[src/rtl/bus_arbiter_pkg.sv]
// Shared types and constants for the two-port bus arbiter.
// The optional watchdog is selected with the BUS_ARBITER_TIMEOUT_EN macro.
package bus_arbiter_pkg;
  typedef enum logic {ARB_IDLE = 1'b0, ARB_BUSY = 1'b1} ArbState_t;
  typedef logic ArbPort_t;

  localparam int       ARB_DEFAULT_TIMEOUT = 255;
  localparam int       ARB_ADDR_W          = 32;
  localparam int       ARB_DATA_W          = 32;
  localparam int       ARB_MASK_W          = 4;
  localparam int       ARB_WD_CNT_W        = 10;
  localparam ArbPort_t ARB_M0              = 1'b0;
  localparam ArbPort_t ARB_M1              = 1'b1;
endpackage

[src/rtl/bus_if.sv]
// Simple request/stall bus: a transfer completes on the first cycle with read|write=1 and stall=0.
// master drives the request side, slave drives stall and read data.
interface Bus_if;
  import bus_arbiter_pkg::*;

  logic [ARB_ADDR_W-1:0] address;
  logic                  read;
  logic                  write;
  logic [ARB_DATA_W-1:0] data_wr;
  logic [ARB_MASK_W-1:0] mask;
  logic                  stall;
  logic [ARB_DATA_W-1:0] data_rd;
  logic [ARB_DATA_W-1:0] data_rd_2;

  modport master (output address, read, write, data_wr, mask,
                  input  stall, data_rd, data_rd_2);
  modport slave  (input  address, read, write, data_wr, mask,
                  output stall, data_rd, data_rd_2);
endinterface

[src/rtl/arb_watchdog.sv]
// Stall watchdog for bus_arbiter; only present when BUS_ARBITER_TIMEOUT_EN is defined.
// Counts stalled BUSY cycles and aborts the owner's transfer at TIMEOUT_CYCLES.
`ifdef BUS_ARBITER_TIMEOUT_EN
module arb_watchdog
  import bus_arbiter_pkg::*;
#(
  parameter int TIMEOUT_CYCLES = ARB_DEFAULT_TIMEOUT
) (
  input  logic clk,
  input  logic rst_n,
  input  logic start,
  input  logic armed,
  input  logic stall,
  output logic abort,
  output logic timeout_err,
  output logic timeout_sticky
);
  logic [ARB_WD_CNT_W-1:0] wd_cnt;
  logic                    sticky_q;

  assign abort          = armed && (wd_cnt == ARB_WD_CNT_W'(TIMEOUT_CYCLES));
  assign timeout_err    = abort;
  assign timeout_sticky = rst_n & sticky_q;

  // start loads 1 because the stalled IDLE cycle already counts as the first wait
  always_ff @(posedge clk) begin
    if (!rst_n) begin
      wd_cnt   <= '0;
      sticky_q <= 1'b0;
    end else begin
      if (abort) sticky_q <= 1'b1;
      if (start)                        wd_cnt <= ARB_WD_CNT_W'(1);
      else if (armed && stall && !abort) wd_cnt <= wd_cnt + 1'b1;
      else                              wd_cnt <= '0;
    end
  end
endmodule
`endif

[src/rtl/bus_arbiter.sv]
// Two-requester round-robin arbiter onto one shared bus, zero added latency in IDLE.
// Define BUS_ARBITER_TIMEOUT_EN to compile in the stall watchdog (arb_watchdog).
module bus_arbiter
  import bus_arbiter_pkg::*;
#(
  parameter int TIMEOUT_CYCLES = ARB_DEFAULT_TIMEOUT
) (
  input  logic      clk,
  input  logic      rst_n,
  Bus_if.slave      m0,
  Bus_if.slave      m1,
  Bus_if.master     s,
  output logic      timeout_err,
  output logic      timeout_sticky,
  output ArbState_t dbg_state
);
  ArbState_t state;
  ArbPort_t  owner, last, winner, sel;
  logic      req0, req1, any_req, owner_req, abort, fwd, granted;

  if (TIMEOUT_CYCLES < 1 || TIMEOUT_CYCLES > 1023) begin : g_bad_timeout
    $error("TIMEOUT_CYCLES must be within 1..1023");
  end

  assign req0      = m0.read | m0.write;
  assign req1      = m1.read | m1.write;
  assign any_req   = req0 | req1;
  assign owner_req = (owner == ARB_M1) ? req1 : req0;
  assign dbg_state = state;

  always_comb begin
    winner = ARB_M0;
    if (req0 && req1) winner = ~last;
    else if (req1)    winner = ARB_M1;
  end

  // BUSY keeps the owner on the bus even if it drops its request; only read/write are masked
  assign sel     = (state == ARB_BUSY) ? owner : winner;
  assign fwd     = rst_n && ((state == ARB_BUSY) || any_req);
  assign granted = fwd && ((state == ARB_IDLE) || (owner_req && !abort));

`ifdef BUS_ARBITER_TIMEOUT_EN
  arb_watchdog #(.TIMEOUT_CYCLES(TIMEOUT_CYCLES)) u_watchdog (
    .clk            (clk),
    .rst_n          (rst_n),
    .start          (rst_n && (state == ARB_IDLE) && any_req && s.stall),
    .armed          (rst_n && (state == ARB_BUSY) && owner_req),
    .stall          (s.stall),
    .abort          (abort),
    .timeout_err    (timeout_err),
    .timeout_sticky (timeout_sticky)
  );
`else
  assign abort          = 1'b0;
  assign timeout_err    = 1'b0;
  assign timeout_sticky = 1'b0;
`endif

  // Default stall equals the port's own request: requesting-but-not-granted waits, idle ports see 0
  always_comb begin
    s.address    = '0;
    s.read       = 1'b0;
    s.write      = 1'b0;
    s.data_wr    = '0;
    s.mask       = '0;
    m0.stall     = req0;
    m0.data_rd   = '0;
    m0.data_rd_2 = '0;
    m1.stall     = req1;
    m1.data_rd   = '0;
    m1.data_rd_2 = '0;
    if (fwd) begin
      if (sel == ARB_M1) begin
        s.address = m1.address;
        s.read    = m1.read;
        s.write   = m1.write;
        s.data_wr = m1.data_wr;
        s.mask    = m1.mask;
      end else begin
        s.address = m0.address;
        s.read    = m0.read;
        s.write   = m0.write;
        s.data_wr = m0.data_wr;
        s.mask    = m0.mask;
      end
      if ((state == ARB_BUSY) && (!owner_req || abort)) begin
        s.read  = 1'b0;
        s.write = 1'b0;
      end
    end
    if (granted) begin
      if (sel == ARB_M1) begin
        m1.stall     = s.stall;
        m1.data_rd   = s.data_rd;
        m1.data_rd_2 = s.data_rd_2;
      end else begin
        m0.stall     = s.stall;
        m0.data_rd   = s.data_rd;
        m0.data_rd_2 = s.data_rd_2;
      end
    end
    if (abort) begin
      if (owner == ARB_M1) m1.stall = 1'b0;
      else                 m0.stall = 1'b0;
    end
  end

  always_ff @(posedge clk) begin
    if (!rst_n) begin
      state <= ARB_IDLE;
      owner <= ARB_M0;
      last  <= ARB_M1;
    end else begin
      case (state)
        ARB_IDLE: begin
          if (any_req) begin
            if (s.stall) begin
              state <= ARB_BUSY;
              owner <= winner;
            end else begin
              last <= winner;
            end
          end
        end
        ARB_BUSY: begin
          if (!owner_req || abort || !s.stall) begin
            state <= ARB_IDLE;
            last  <= owner;
          end
        end
        default: state <= ARB_IDLE;
      endcase
    end
  end
endmodule

[src/flat_wrapper.sv]
// flat-port wrapper written by rule: the top's interface ports become plain ports
module bus_arbiter_flat import bus_arbiter_pkg::*;
#(
  parameter int TIMEOUT_CYCLES = ARB_DEFAULT_TIMEOUT
)
  (clk, rst_n, timeout_err, timeout_sticky, dbg_state, m0_address, m0_read, m0_write, m0_data_wr, m0_mask, m0_stall, m0_data_rd, m0_data_rd_2, m1_address, m1_read, m1_write, m1_data_wr, m1_mask, m1_stall, m1_data_rd, m1_data_rd_2, s_address, s_read, s_write, s_data_wr, s_mask, s_stall, s_data_rd, s_data_rd_2);
  Bus_if m0_i ();
  Bus_if m1_i ();
  Bus_if s_i ();
  input  logic clk;
  input  logic rst_n;
  output logic timeout_err;
  output logic timeout_sticky;
  output ArbState_t dbg_state;
  input wire logic [$bits(m0_i.address)-1:0] m0_address;
  input wire logic [$bits(m0_i.read)-1:0] m0_read;
  input wire logic [$bits(m0_i.write)-1:0] m0_write;
  input wire logic [$bits(m0_i.data_wr)-1:0] m0_data_wr;
  input wire logic [$bits(m0_i.mask)-1:0] m0_mask;
  output wire logic [$bits(m0_i.stall)-1:0] m0_stall;
  output wire logic [$bits(m0_i.data_rd)-1:0] m0_data_rd;
  output wire logic [$bits(m0_i.data_rd_2)-1:0] m0_data_rd_2;
  input wire logic [$bits(m1_i.address)-1:0] m1_address;
  input wire logic [$bits(m1_i.read)-1:0] m1_read;
  input wire logic [$bits(m1_i.write)-1:0] m1_write;
  input wire logic [$bits(m1_i.data_wr)-1:0] m1_data_wr;
  input wire logic [$bits(m1_i.mask)-1:0] m1_mask;
  output wire logic [$bits(m1_i.stall)-1:0] m1_stall;
  output wire logic [$bits(m1_i.data_rd)-1:0] m1_data_rd;
  output wire logic [$bits(m1_i.data_rd_2)-1:0] m1_data_rd_2;
  output wire logic [$bits(s_i.address)-1:0] s_address;
  output wire logic [$bits(s_i.read)-1:0] s_read;
  output wire logic [$bits(s_i.write)-1:0] s_write;
  output wire logic [$bits(s_i.data_wr)-1:0] s_data_wr;
  output wire logic [$bits(s_i.mask)-1:0] s_mask;
  input wire logic [$bits(s_i.stall)-1:0] s_stall;
  input wire logic [$bits(s_i.data_rd)-1:0] s_data_rd;
  input wire logic [$bits(s_i.data_rd_2)-1:0] s_data_rd_2;
  assign m0_i.address = m0_address;
  assign m0_i.read = m0_read;
  assign m0_i.write = m0_write;
  assign m0_i.data_wr = m0_data_wr;
  assign m0_i.mask = m0_mask;
  assign m0_stall = m0_i.stall;
  assign m0_data_rd = m0_i.data_rd;
  assign m0_data_rd_2 = m0_i.data_rd_2;
  assign m1_i.address = m1_address;
  assign m1_i.read = m1_read;
  assign m1_i.write = m1_write;
  assign m1_i.data_wr = m1_data_wr;
  assign m1_i.mask = m1_mask;
  assign m1_stall = m1_i.stall;
  assign m1_data_rd = m1_i.data_rd;
  assign m1_data_rd_2 = m1_i.data_rd_2;
  assign s_address = s_i.address;
  assign s_read = s_i.read;
  assign s_write = s_i.write;
  assign s_data_wr = s_i.data_wr;
  assign s_mask = s_i.mask;
  assign s_i.stall = s_stall;
  assign s_i.data_rd = s_data_rd;
  assign s_i.data_rd_2 = s_data_rd_2;
  bus_arbiter #(.TIMEOUT_CYCLES(TIMEOUT_CYCLES)) u_core (.clk(clk), .rst_n(rst_n), .m0(m0_i), .m1(m1_i), .s(s_i), .timeout_err(timeout_err), .timeout_sticky(timeout_sticky), .dbg_state(dbg_state));
endmodule
[config.mk]
export PLATFORM = sky130hd
export DESIGN_NAME = bus_arbiter_flat
export DESIGN_NICKNAME = d
export VERILOG_FILES = /design/src/rtl/bus_arbiter_pkg.sv /design/src/rtl/bus_if.sv /design/src/rtl/arb_watchdog.sv /design/src/rtl/bus_arbiter.sv /design/src/flat_wrapper.sv
export SDC_FILE = /design/constraint.sdc
export NUM_CORES = 1
export LEC_CHECK = 0
export ABC_AREA = 1
export CAP_MARGIN = 20
export CORE_AREA = 5 5 156 158
export DETAILED_ROUTE_END_ITERATION = 16
export DIE_AREA = 0 0 161 163
export MAX_ROUTING_LAYER = met4
export PLACE_DENSITY = 0.56
export SYNTH_ARGS = -nofsm -noshare
export SYNTH_HDL_FRONTEND = slang
export SYNTH_SLANG_ARGS = --single-unit
[constraint.sdc]
create_clock -name clk -period 4.4 [get_ports clk]
set_input_delay 0.88 -clock clk [delete_from_list [all_inputs] [get_ports clk]]
set_output_delay 0.88 -clock clk [all_outputs]
set_load 0.02 [all_outputs]
# Word level (Yosys, flattened, before mapping)
# Index checks and enable logic that the tools add are counted.
# op_classes
n_addsub	0
n_mul	0
n_div	0
magnitude_cmp	0
eq_ne	3
shifts	0
n_mux	36
bitwise_logic	5
n_reduce_logical	11
# ops
cell	count
$mux 32	12
$mux 1	20
$mux 4	2
$reduce_and 3->1	2
$logic_and 1x1->1	4
$ne 2x2->1 const B	2
$pmux 1 s2	2
$logic_or 1x1->1	3
$or 1x1->1	3
$logic_not 1->1	2
$ne 2x1->1 const B	1
$not 1->1	2
# word_totals
reg_bits	3
latch_bits	0
mem_bits_rw	0
rom_bits	0
inputBits	207
elab_cells	58
memories	0

# Depth between registers and ports, before layout
# depth
word_depth	7
depth_mapped	10

# Worst setup path before layout
# Ideal clock, no wire load.
# synth_timing
path_kind	input -> output
from	input m1_write
to	output s_address[10]
t_arrival_ns	1.964
required_time_ns	3.520
slack_ns	1.556
path_stages	8
path_buffers	1
cell_sequence	nor2_2 -> inv_2 -> nand2_1 -> nand2_1 -> nand2_2 -> clkbuf_1 -> nor2_1 -> nor2_1
# synth_via
elab_chain_len	6
word_cells_on_any_way	10
# synth_rtl
element	line	source
start: declaration	flat_wrapper.sv:25	input wire logic [$bits(m1_i.write)-1:0] m1_write;
$or 1x1->1 (*)	bus_arbiter.sv:26	assign req1 = m1.read | m1.write;
$mux 1 / $logic_and 1x1->1 (equally long branches)	bus_arbiter.sv:34, bus_arbiter.sv:33	
$mux 1	bus_arbiter.sv:33	if (req0 && req1) winner = ~last;
$mux 1	bus_arbiter.sv:38	assign sel = (state == ARB_BUSY) ? owner : winner;
$mux 32	bus_arbiter.sv:73	if (sel == ARB_M1) begin
$mux 32 (*)	bus_arbiter.sv:72	if (fwd) begin
end: declaration	flat_wrapper.sv:31	output wire logic [$bits(s_i.address)-1:0] s_address;
# Mark *: on every way between the ends. The rest lies on a longest branch, timed or not.

# Worst setup path in the final report
# layout_timing
from	input m0_read
to	output m0_data_rd_2[31]
# layout_via
elab_chain_len	6
word_cells_on_any_way	12
# layout_rtl
element	line	source
start: declaration	flat_wrapper.sv:16	input wire logic [$bits(m0_i.read)-1:0] m0_read;
$or 1x1->1 (*)	bus_arbiter.sv:25	assign req0 = m0.read | m0.write;
$logic_and 1x1->1 / $or 1x1->1 (equally long branches)	bus_arbiter.sv:33, bus_arbiter.sv:27	
$mux 1 / $logic_or 1x1->1 (equally long branches)	bus_arbiter.sv:33, bus_arbiter.sv:39	
$mux 1 / $logic_and 1x1->1 (equally long branches)	bus_arbiter.sv:38, bus_arbiter.sv:39	
$mux 32 / $logic_and 1x1->1 (equally long branches)	bus_arbiter.sv:92, bus_arbiter.sv:40	
$mux 32 (*)	bus_arbiter.sv:91	if (granted) begin
end: declaration	flat_wrapper.sv:22	output wire logic [$bits(m0_i.data_rd_2)-1:0] m0_data_rd_2;
# Marks and branches as above.

==> impl_metrics.yaml <==
status:
  outcome: "complete, no violations"
power:
  p_per_area_nw_per_um2: 155.9
  peak_supply_drop_mv: 0.08803
  leakagePower_nw: 3.125
global_route:
  grt_first_pass_wirelength_um: 26460
  grt.total_usage_pct: 13.29
  grt_max_degree: 69
  grt.overflow.total: 0
  antenna_violations_before_repair: 1
  grt_pass1_vias: 4675
timing:
  finalHoldViolations: 0
  final_min_period_over_clock_period_pct: 93.49
  max_clock_freq_mhz: 243.1
  finalSetupViolCount: 0
  min_period_ps: 4113
  timing_max_transition_violations_final: 0
  rsz0062_at_grt: "no"
  timing.clock.skew_ps: 1.239
  tns_ps: 0
setup_path:
  critPathArrivalTime_ps: 3230
  criticalPathCategory: "in -> out"
  ff2ff_setup_slack_ps: 2970
  worst_r2r_path_depth: 5
  timing.critical_path.required_ps: 3520
  reg2reg_from: "u_core.dbg_state"
  startpoint_type: "input pin"
  worst_r2r_endpoint: "u_core.last"
  cp-end-kind: "primary output"
  critical_path.max_fanout: 37
clock_network:
  numCtsBuffers: 3
  clk_pin_slew_worst_paths_ps: 30
  worst_skew_pair.late_latency_ps: 220
  clk_root_buffer_cell: "clkbuf_16"
  cts_htree_levels: 1
  hold_buf_cts: 0
  clkSinkCount: 3
  total_of_cells_resized_after_clock_tree_synthesis: 0
  postCtsSetupBuffers: 0
  cts_max_path_buffers: 2
  tritoncts_clock_tree: "yes"
flow_run:
  max_capacitance_violation_count: 0
min_path:
  cell_count_of_the_worst_hold_path: 2
  whs_endpoint: "u_core.last"
  hold_path.class: "reg -> reg"
  worstHoldStart: "u_core.last"
floorplan:
  core.rowCount: 56
  core_area_um2: 22980
  chipWidth_um: 161
  die_y_um: 163
  die_area_um2: 26240
  effective_utilization_at_floorplan_pct: 11.67
  pin_count: 410
logic_synthesis:
  synth_ff_type: "dfxtp_1"
  synth_sequential_area_ratio_pct: 2.240
  netlist_top_cells_count: "226 x nor2_1, 88 x nand2_1, 69 x inv_1"
  synth-async-reset-ratio_pct: 0
  synth.most_common_cell: "nor2_1"
  yosysTopAreaCell: "nor2_1"
  post_synthesis_cell_area_um2: 2681
  yosys.area.top_type_share_pct: 31.64
  ys_ff_latch: 3
  synthesized_area_per_cell_um2: 4.763
  synth.area.top_cells: "nor2_1 32%, nand3b_1 19%, nand2_1 12%"
  synth_edf_count: 0
  ys_warn_count: 0
  synthCells: 563
  synth.lib_cells_used.distinct: 20
detailed_routing:
  ant_nets: 0
  drt_pre_antenna_iters: 4
  detailroute.via_count: 4722
  total_wire_length_um: 18860
  drt-initial-drc-count: 199
  drc_errors: 0
  wl_per_cell_um: 15.27
  avgViaCountPerCell: 3.823
placement:
  globalplace.congestion: 0.7769
  place_hpwl_um: 16340
  quantity_of_i_o_buffers_inserted_on_ports: 407
  dpl-instance-area_um2: 6997
cells_and_area:
  drive_above_1_share_pct: 7.733
  layout_filler_cell_count: 2537
  areaGrowthSynthToFinish_pct: 164.0
  nNetsFinal: 1152
  stdcell_area_um2: 7078
==> metrics by stage <==
step	setup WS (ps)	std cells	hold WS, ps	power (mW)	util (%)
2_1_floorplan	1556	564	471.5	0.4706	-
3_3_place_gp	302.3	1230	507.9	0.9700	30.44
3_5_place_dp	284.0	1230	505.4	0.9673	30.44
4_1_cts	270.7	1234	511.6	1.118	30.79
5_1_grt	66.24	1235	544.3	1.176	30.80
6_report	286.6	1235	513.8	1.103	30.80
==> area by class of cell <==
type	instances	area (um^2)	area share [%]
sequential	3	60.06	0.8485
inverter	73	274.0	3.871
multi-input combinational	444	2076	29.33
antenna	1	2.502	0.03535
clock buffer	4	78.83	1.114
tap	290	362.8	5.126
timing repair buffer	420	4224	59.68
==> layout by cell type (no fill, tap or decap) <==
cell             instances
inv_1                   69
and2_1                   1
nand2_1                 86
clkbuf_1                 1
inv_2                    4
dfxtp_1                  3
buf_12                   5
diode_2                  1
conb_1                   2
nor2_2                  41
o21ai_0                  1
clkbuf_16                3
nand3_1                 10
nand3b_1                68
buf_4                   12
nor2_4                   1
clkdlybuf4s50_1        403
nand3_2                  1
nor3_1                   1
nor2_1                 226
nand2_4                  1
nand2_2                  5
==> logic make-up (layout without fill, tap and decap cells) <==
family / Yosys count / in the layout / share of synthesized area (%)
compound gates: 1 / 1 / 0.1865
buf+inv: 117 / 497 / 20.86
flops: 3 / 3 / 2.240
other cells: 1 / 3 / 0.1399
simple gates: 441 / 441 / 76.57
==> worst max-delay path, stage by stage <==
cell and delay, ps:
clkdlybuf4s50_1 510, inv_1 50, nand2_1 90, nand2_1 80
nand2_1 80, nand2_1 60, nand2_2 250, nand2_4 210
buf_12 240, nor2_1 140, clkdlybuf4s50_1 620
==> sequential cells by signal (all words and copies together) (netlist names) <==
register and count:
u_core.last 1, u_core.dbg_state 1, u_core.owner 1
==> per-layer routing <==
| layer | GRT usage [%] | vias up | share of wire [%] |
|---|---|---|---|
| met2 | 24.17 | 258 | 50 |
| met5 | - | - | 0 |
| li1 | - | 2416 | - |
| met3 | 2.936 | 8 | 8.5 |
| met1 | 15.13 | 2040 | 41 |
| met4 | 2.482 | 0 | 0.81 |
==> worst max-delay path by stage <==
| stage | cells past startpoint | startpoint | end |
|---|---|---|---|
| 2_1_floorplan | 8 | m1_write | s_address[10] |
| 6_report | 11 | m0_read | m0_data_rd_2[31] |
| 4_1_cts | 10 | m1_write | m0_data_rd_2[31] |
| 3_3_place_gp | 11 | m0_read | s_address[30] |
| 5_1_grt | 11 | m0_read | m0_data_rd_2[31] |
| 3_5_place_dp | 11 | m0_read | m0_data_rd_2[31] |
==> report_power, final <==
group	switching (mW)	total, mW	leakage [nW]	internal [mW]
registers	0.00178	0.0313	0.0249	0.0295
clock network	0.0248	0.144	0.0382	0.120
logic	0.461	0.928	3.06	0.467
No activity file was read; power rests on OpenSTA's default activity.
